`src/rtl/vertex_feeder_if.sv`:
```
// Bus between the vertex feeder and its environment: batch control, vertex
// RAM read port, transform-stage request/response and result RAM write port.
interface vertex_feeder_if #(
    parameter int ADDR_W = 8
);
    logic                       start;
    logic [ADDR_W-1:0]          num_verts;
    logic [ADDR_W-1:0]          vert_addr;
    logic [127:0]               vert_data;
    logic [3:0][31:0]           xf_pos;
    logic                       xf_valid;
    logic [3:0][31:0]           xf_result;
    logic                       xf_result_valid;
    logic                       res_we;
    logic [ADDR_W-1:0]          res_addr;
    logic [127:0]               res_data;
    logic                       busy;
    logic                       done;
    logic                       err;
    logic [ADDR_W-1:0]          count;

    // Feeder side
    modport master (
        input  start, num_verts, vert_data, xf_result, xf_result_valid,
        output vert_addr, xf_pos, xf_valid, res_we, res_addr, res_data,
               busy, done, err, count
    );

    // Environment side (RAMs, transform stage, batch controller)
    modport slave (
        output start, num_verts, vert_data, xf_result, xf_result_valid,
        input  vert_addr, xf_pos, xf_valid, res_we, res_addr, res_data,
               busy, done, err, count
    );
endinterface

```
`src/rtl/vertex_feeder.sv`:
```
// Vertex feeder: walks a batch of vertices through a single-entry transform
// stage (one request outstanding at a time) and writes each transformed
// vertex to the result RAM at the same index. A missing transform response
// aborts the batch with a sticky error. Every output is a register.
module vertex_feeder #(
    parameter int ADDR_W   = 8,
    parameter int READ_LAT = 2,
    parameter int TIMEOUT  = 255
) (
    input  logic            clk_in,
    input  logic            rst_in,
    vertex_feeder_if.master bus
);
    localparam int FCNT_W = (READ_LAT > 1) ? $clog2(READ_LAT) : 1;
    localparam logic [FCNT_W-1:0] FETCH_LAST = FCNT_W'(READ_LAT - 1);
    localparam int TMO_W = $clog2(TIMEOUT + 1);
    localparam logic [TMO_W-1:0] TMO_LAST = TMO_W'(TIMEOUT - 1);

    typedef enum logic [2:0] {S_IDLE, S_FETCH, S_SEND, S_WAIT, S_WRITE} state_t;

    state_t              r_state, w_next;

    logic [ADDR_W-1:0]   r_i, w_i_n;
    logic [ADDR_W-1:0]   r_num, w_num_n;
    logic [FCNT_W-1:0]   r_fcnt, w_fcnt_n;
    logic [TMO_W-1:0]    r_tmo, w_tmo_n;

    logic [ADDR_W-1:0]   r_vaddr, w_vaddr_n;
    logic [3:0][31:0]    r_xf_pos, w_xf_pos_n;
    logic                r_xf_valid, w_xf_valid_n;
    logic                r_res_we, w_res_we_n;
    logic [ADDR_W-1:0]   r_res_addr, w_res_addr_n;
    logic [127:0]        r_res_data, w_res_data_n;
    logic                r_busy, w_busy_n;
    logic                r_done, w_done_n;
    logic                r_err, w_err_n;
    logic [ADDR_W-1:0]   r_count, w_count_n;

    logic                w_last;
    logic                w_accept;

    // Last vertex of the batch; r_num is never zero while a batch runs
    assign w_last   = (r_i == r_num - 1'b1);
    // A response counts in SEND (same cycle as the request) or in WAIT only
    assign w_accept = ((r_state == S_SEND) || (r_state == S_WAIT)) && bus.xf_result_valid;

    // State register
    always_ff @(posedge clk_in or posedge rst_in) begin
        if (rst_in) r_state <= S_IDLE;
        else        r_state <= w_next;
    end

    // Next-state logic
    always_comb begin
        w_next = r_state;
        case (r_state)
            S_IDLE:  if (bus.start && (bus.num_verts != '0)) w_next = S_FETCH;
            S_FETCH: if (r_fcnt == FETCH_LAST) w_next = S_SEND;
            S_SEND:  w_next = bus.xf_result_valid ? S_WRITE : S_WAIT;
            S_WAIT: begin
                if (bus.xf_result_valid)    w_next = S_WRITE;
                else if (r_tmo == TMO_LAST) w_next = S_IDLE;
            end
            S_WRITE: w_next = w_last ? S_IDLE : S_FETCH;
            default: w_next = S_IDLE;
        endcase
    end

    // Next values of the output and datapath registers
    always_comb begin
        w_i_n        = r_i;
        w_num_n      = r_num;
        w_fcnt_n     = r_fcnt;
        w_tmo_n      = r_tmo;
        w_vaddr_n    = r_vaddr;
        w_xf_pos_n   = r_xf_pos;
        w_xf_valid_n = 1'b0;
        w_res_we_n   = 1'b0;
        w_res_addr_n = r_res_addr;
        w_res_data_n = r_res_data;
        w_busy_n     = (w_next != S_IDLE);
        w_done_n     = 1'b0;
        w_err_n      = r_err;
        w_count_n    = r_count;
        case (r_state)
            S_IDLE: begin
                if (bus.start) begin
                    w_err_n = 1'b0;
                    if (bus.num_verts != '0) begin
                        w_num_n   = bus.num_verts;
                        w_i_n     = '0;
                        w_count_n = '0;
                        w_vaddr_n = '0;
                        w_fcnt_n  = '0;
                    end else begin
                        w_done_n = 1'b1;
                    end
                end
            end
            S_FETCH: begin
                // vert_addr has been stable for READ_LAT cycles on the last one
                if (r_fcnt == FETCH_LAST) begin
                    w_xf_pos_n   = bus.vert_data;
                    w_xf_valid_n = 1'b1;
                end else begin
                    w_fcnt_n = r_fcnt + 1'b1;
                end
            end
            S_SEND: w_tmo_n = '0;
            S_WAIT: begin
                if (!bus.xf_result_valid) begin
                    if (r_tmo == TMO_LAST) begin
                        w_err_n  = 1'b1;
                        w_done_n = 1'b1;
                    end else begin
                        w_tmo_n = r_tmo + 1'b1;
                    end
                end
            end
            S_WRITE: begin
                if (!w_last) begin
                    w_i_n     = r_i + 1'b1;
                    w_vaddr_n = r_i + 1'b1;
                    w_fcnt_n  = '0;
                end
            end
            default: ;
        endcase
        if (w_accept) begin
            w_res_data_n = bus.xf_result;
            w_res_we_n   = 1'b1;
            w_res_addr_n = r_i;
            w_count_n    = r_i + 1'b1;
            w_done_n     = w_last;
        end
    end

    // Output and datapath registers
    always_ff @(posedge clk_in or posedge rst_in) begin
        if (rst_in) begin
            r_i        <= '0;
            r_num      <= '0;
            r_fcnt     <= '0;
            r_tmo      <= '0;
            r_vaddr    <= '0;
            r_xf_pos   <= '0;
            r_xf_valid <= 1'b0;
            r_res_we   <= 1'b0;
            r_res_addr <= '0;
            r_res_data <= '0;
            r_busy     <= 1'b0;
            r_done     <= 1'b0;
            r_err      <= 1'b0;
            r_count    <= '0;
        end else begin
            r_i        <= w_i_n;
            r_num      <= w_num_n;
            r_fcnt     <= w_fcnt_n;
            r_tmo      <= w_tmo_n;
            r_vaddr    <= w_vaddr_n;
            r_xf_pos   <= w_xf_pos_n;
            r_xf_valid <= w_xf_valid_n;
            r_res_we   <= w_res_we_n;
            r_res_addr <= w_res_addr_n;
            r_res_data <= w_res_data_n;
            r_busy     <= w_busy_n;
            r_done     <= w_done_n;
            r_err      <= w_err_n;
            r_count    <= w_count_n;
        end
    end

    assign bus.vert_addr = r_vaddr;
    assign bus.xf_pos    = r_xf_pos;
    assign bus.xf_valid  = r_xf_valid;
    assign bus.res_we    = r_res_we;
    assign bus.res_addr  = r_res_addr;
    assign bus.res_data  = r_res_data;
    assign bus.busy      = r_busy;
    assign bus.done      = r_done;
    assign bus.err       = r_err;
    assign bus.count     = r_count;
endmodule

```
`src/flat_wrapper.sv`:
```
// flat-port wrapper written by rule: the top's interface ports become plain ports
module vertex_feeder_flat 
#(
    parameter int ADDR_W   = 8,
    parameter int READ_LAT = 2,
    parameter int TIMEOUT  = 255
)
  (clk_in, rst_in, bus_start, bus_num_verts, bus_vert_data, bus_xf_result, bus_xf_result_valid, bus_vert_addr, bus_xf_pos, bus_xf_valid, bus_res_we, bus_res_addr, bus_res_data, bus_busy, bus_done, bus_err, bus_count);
  vertex_feeder_if #(.ADDR_W(ADDR_W)) bus_i ();
  input  logic clk_in;
  input  logic rst_in;
  input wire logic [$bits(bus_i.start)-1:0] bus_start;
  input wire logic [$bits(bus_i.num_verts)-1:0] bus_num_verts;
  input wire logic [$bits(bus_i.vert_data)-1:0] bus_vert_data;
  input wire logic [$bits(bus_i.xf_result)-1:0] bus_xf_result;
  input wire logic [$bits(bus_i.xf_result_valid)-1:0] bus_xf_result_valid;
  output wire logic [$bits(bus_i.vert_addr)-1:0] bus_vert_addr;
  output wire logic [$bits(bus_i.xf_pos)-1:0] bus_xf_pos;
  output wire logic [$bits(bus_i.xf_valid)-1:0] bus_xf_valid;
  output wire logic [$bits(bus_i.res_we)-1:0] bus_res_we;
  output wire logic [$bits(bus_i.res_addr)-1:0] bus_res_addr;
  output wire logic [$bits(bus_i.res_data)-1:0] bus_res_data;
  output wire logic [$bits(bus_i.busy)-1:0] bus_busy;
  output wire logic [$bits(bus_i.done)-1:0] bus_done;
  output wire logic [$bits(bus_i.err)-1:0] bus_err;
  output wire logic [$bits(bus_i.count)-1:0] bus_count;
  assign bus_i.start = bus_start;
  assign bus_i.num_verts = bus_num_verts;
  assign bus_i.vert_data = bus_vert_data;
  assign bus_i.xf_result = bus_xf_result;
  assign bus_i.xf_result_valid = bus_xf_result_valid;
  assign bus_vert_addr = bus_i.vert_addr;
  assign bus_xf_pos = bus_i.xf_pos;
  assign bus_xf_valid = bus_i.xf_valid;
  assign bus_res_we = bus_i.res_we;
  assign bus_res_addr = bus_i.res_addr;
  assign bus_res_data = bus_i.res_data;
  assign bus_busy = bus_i.busy;
  assign bus_done = bus_i.done;
  assign bus_err = bus_i.err;
  assign bus_count = bus_i.count;
  vertex_feeder #(.ADDR_W(ADDR_W), .READ_LAT(READ_LAT), .TIMEOUT(TIMEOUT)) u_core (.clk_in(clk_in), .rst_in(rst_in), .bus(bus_i));
endmodule
```
`config.mk`:
```
export PLATFORM = sky130hd
export DESIGN_NAME = vertex_feeder_flat
export DESIGN_NICKNAME = d
export VERILOG_FILES = /design/src/rtl/vertex_feeder_if.sv /design/src/rtl/vertex_feeder.sv /design/src/flat_wrapper.sv
export SDC_FILE = /design/constraint.sdc
export NUM_CORES = 1
export LEC_CHECK = 0
export CAP_MARGIN = 20
export CORE_AREA = 2 2 215 217
export CTS_CLUSTER_DIAMETER = 100
export DETAILED_ROUTE_END_ITERATION = 6
export DIE_AREA = 0 0 217 219
export SYNTH_ARGS = -nofsm -noshare
export SYNTH_HDL_FRONTEND = slang
export SYNTH_SLANG_ARGS = --single-unit
```
`constraint.sdc`:
```
create_clock -name clk_in -period 16 [get_ports clk_in]
set_clock_uncertainty 0.05 [all_clocks]
set_input_delay 3.2 -clock clk_in [delete_from_list [all_inputs] [get_ports clk_in]]
set_output_delay 3.2 -clock clk_in [all_outputs]
set_load 0.01 [all_outputs]
```
==> flow_summary.ini <==
[worst_setup_path]
crit_family = buffers and inverters
cp-end-kind = asynchronous set/reset pin
worst_path_most_repeated_cell = buf_4
crit_fanout = 120
worstPathArrival_ns = 5.98
r2r_setup_slack_ns = 12.75
crit_path_top_delay_cell = buf_4
slowest_delay_ns = 0.82
cp.depth = 4
critical_path_class = in2async
path_buf_inv = 4
worstPathCellList = clkdlybuf4s50_1, inv_8, buf_4, buf_4
r2r-end = u_core.bus.res_data[109]
r2r_cells = 6
start_kind = input port
cp.required_ns = 16.52
crit_end = u_core.bus.xf_pos[11]
critPathLaunch = rst_in
rr_startpoint = u_core.r_state[2]

[power]
p_clk_frac = 0.227
combPwrFrac = 0.423
swShare = 0.3212
p_seq_frac = 0.350
power_switching_w = 0.001214
p_leak_nw = 8.540
p_int_w = 0.002566
ir_drop_mv = 0.09032
finalPower_w = 0.003781
cellPowerDensity_nw_per_um2 = 196.1

[timing]
drv_slew = 0
tightest_slew_ns = 1.057
fmax_mhz = 182.9
setup_viol = 0
min_period_ns = 5.468
tns_ns = 0
maxSlewHeadroom = 0.2955
rsz0062_at_grt = false
fin_crit_sh = 0.3418
final_hold_viol_count = 0

[clock_network]
clk_pin_slew_worst_paths_ns = 0.06
post_cts_resized = 0
clkSinkCount = 305
cts_setup_buffers = 0
cts_buffers = 36
cts_buffer_depth = 3
cts_tree = yes
cts_hold_buf = 0
clock_latency_ns = 0.53
cts_max_level = 2
clk_root_buffer_cell = clkbuf_16

[logic_synthesis]
async_reset_ff_frac = 1.000
syn_inst = 1055
synth_top_family_by_area = simple AND/OR/NAND/NOR gates
ys_seq_area_frac = 0.6431
synthXorXnorAreaFrac = 0.01107
synthSimpleGateAreaFrac = 0.1565
ys_seq_elements = 305
synth_compound_area_frac = 0.03563
synth_nets = 1327
synthesis.area_um2 = 11870
synth_fa_ha_area_frac = 0.004217
synth-edff-count = 0
yosys_warnings = 0
synth-main-ff-cell = dfrtp_1
synth_cell_types = 46
synthMuxAreaShare = 0.1271
avgSynthCellArea_um2 = 11.25

[placed_design]
dp_hpwl_um = 27680
dp_cells = 2165
port_buffers = 552
gp_congestion = 0.7644

[floorplanning]
ios = 553
die-area_um2 = 47520
rows = 78
coreArea_um2 = 45090
dieWidth_um = 217
start_util = 0.2632
die_h_um = 219

[routing]
avgRoutedWirePerCell_um = 17.21
drt_iter0_markers = 543
totalWireLength_um = 38350
dr.pass1.iters = 4
final_antenna_net_count = 0
drc = 0
vias_per_cell = 4.261
vias = 9498

[layout]
n_antenna_cell = 0
fin_util = 0.4275
mostFrequentLayoutCell = clkdlybuf4s50_1
syn_to_final_growth_pct = 62.41
final_cells = 2229
final_cell_mix = clkdlybuf4s50_1, nand2_1, dfrtp_1, mux2_2, clkbuf_16
nets = 1875
layout-drive-gt1-share = 0.1314

[grt]
grt_max_degree = 121
grt_antenna_before_repair = 0
track_usage = 0.1580
grt_overflow = 0
grt_pass1_wl_um = 58220
grt_pass1_vias = 9933

[hold_path]
hold_class = reg2reg

[run]
drv_cap = 0

[outcome]
outcome = finished, final reports clean
==> layout make-up <==
cell class,count,area (um^2)
timing repair buffer,562,5600
clock inverter,17,224.0
multi-input combinational,682,3985
clock buffer,47,1013
inverter,16,70.07
fill,4406,25810
tap,600,750.7
sequential,305,7632
==> routing by layer <==
metal  global-route usage  vias to the layer above  share of wire
met5                    0                        -              0
met4              0.04817                        0          0.020
met3              0.05017                       45          0.090
met2               0.2611                      382           0.48
met1               0.1972                     4525           0.41
li1                     -                     4546              -
==> tightest hold or removal path: stages (launching register included) <==
cell,delay [ns]
dfrtp_1,0.34
nand2_1,0.05
nand2_1,0.05
==> sequential cells by signal (all words and copies together) (netlist names), 3 cells and up <==
| register | flops |
|---|---|
| u_core.bus.res_data | 128 |
| u_core.bus.xf_pos | 128 |
| u_core.bus.count | 8 |
| u_core.bus.res_addr | 8 |
| u_core.r_i | 8 |
| u_core.r_num | 8 |
| u_core.r_tmo | 8 |
| u_core.r_state | 3 |
==> power by group through the flow <==
stage	registers (W)	clock network [W]	logic, W
2_1_floorplan	0.00146	0	0.000563
3_3_place_gp	0.00132	0	0.00161
3_5_place_dp	0.00133	0	0.00163
4_1_cts	0.00133	0.000888	0.00163
5_1_grt	0.00137	0.000922	0.00173
6_report	0.00132	0.000857	0.00160
==> worst min path at each step <==
stage                                         from                        to  slack (ns)  cells after the start
after global placement    u_core.bus.res_data[119]  u_core.bus.res_data[119]        0.41                      2
after floorplan                      u_core.r_fcnt             u_core.r_fcnt        0.40                      1
final                      u_core.bus.res_data[96]   u_core.bus.res_data[96]        0.42                      2
after detailed placement    u_core.bus.res_data[8]    u_core.bus.res_data[8]        0.41                      2
after global routing       u_core.bus.res_data[36]   u_core.bus.res_data[36]        0.44                      2
after CTS                   u_core.bus.res_data[8]    u_core.bus.res_data[8]        0.43                      2
==> synth_stat cells, drive strengths merged, types with 5 or more instances <==
cell type	n	area [um^2]
nor4	5	31.28
nand3	6	30.03
o22ai	9	56.30
nand2	430	1617
dfrtp	305	7632
a21oi	10	50.05
clkbuf	40	150.1
or3	5	36.28
xor2	6	52.55
buf	12	55.05
nor2	7	26.28
o2bb2ai	6	52.55
o21ai	12	60.06
inv	16	60.06
xnor2	9	78.83
mux2	134	1509
==> per-stage QoR <==
stage | worst slack [ns] | hold WS [ns] | area [um^2]
floorplan | 4.319 | 0.3998 | 11870
global placement | 9.811 | 0.4075 | 18030
detailed placement | 9.774 | 0.4116 | 18040
CTS | 10.36 | 0.4253 | 19280
global route | 10.07 | 0.4427 | 19280
finish | 10.53 | 0.4192 | 19280
==> cell families (layout without fill, tap and decap cells) <==
group	Yosys count	count (layout)
flops	305	305
fa+ha+maj	4	4
simple gates	470	470
buf+inv	68	642
mux	134	134
xor+xnor	15	15
compound gates	59	59
(Power assumes the default switching activity.)
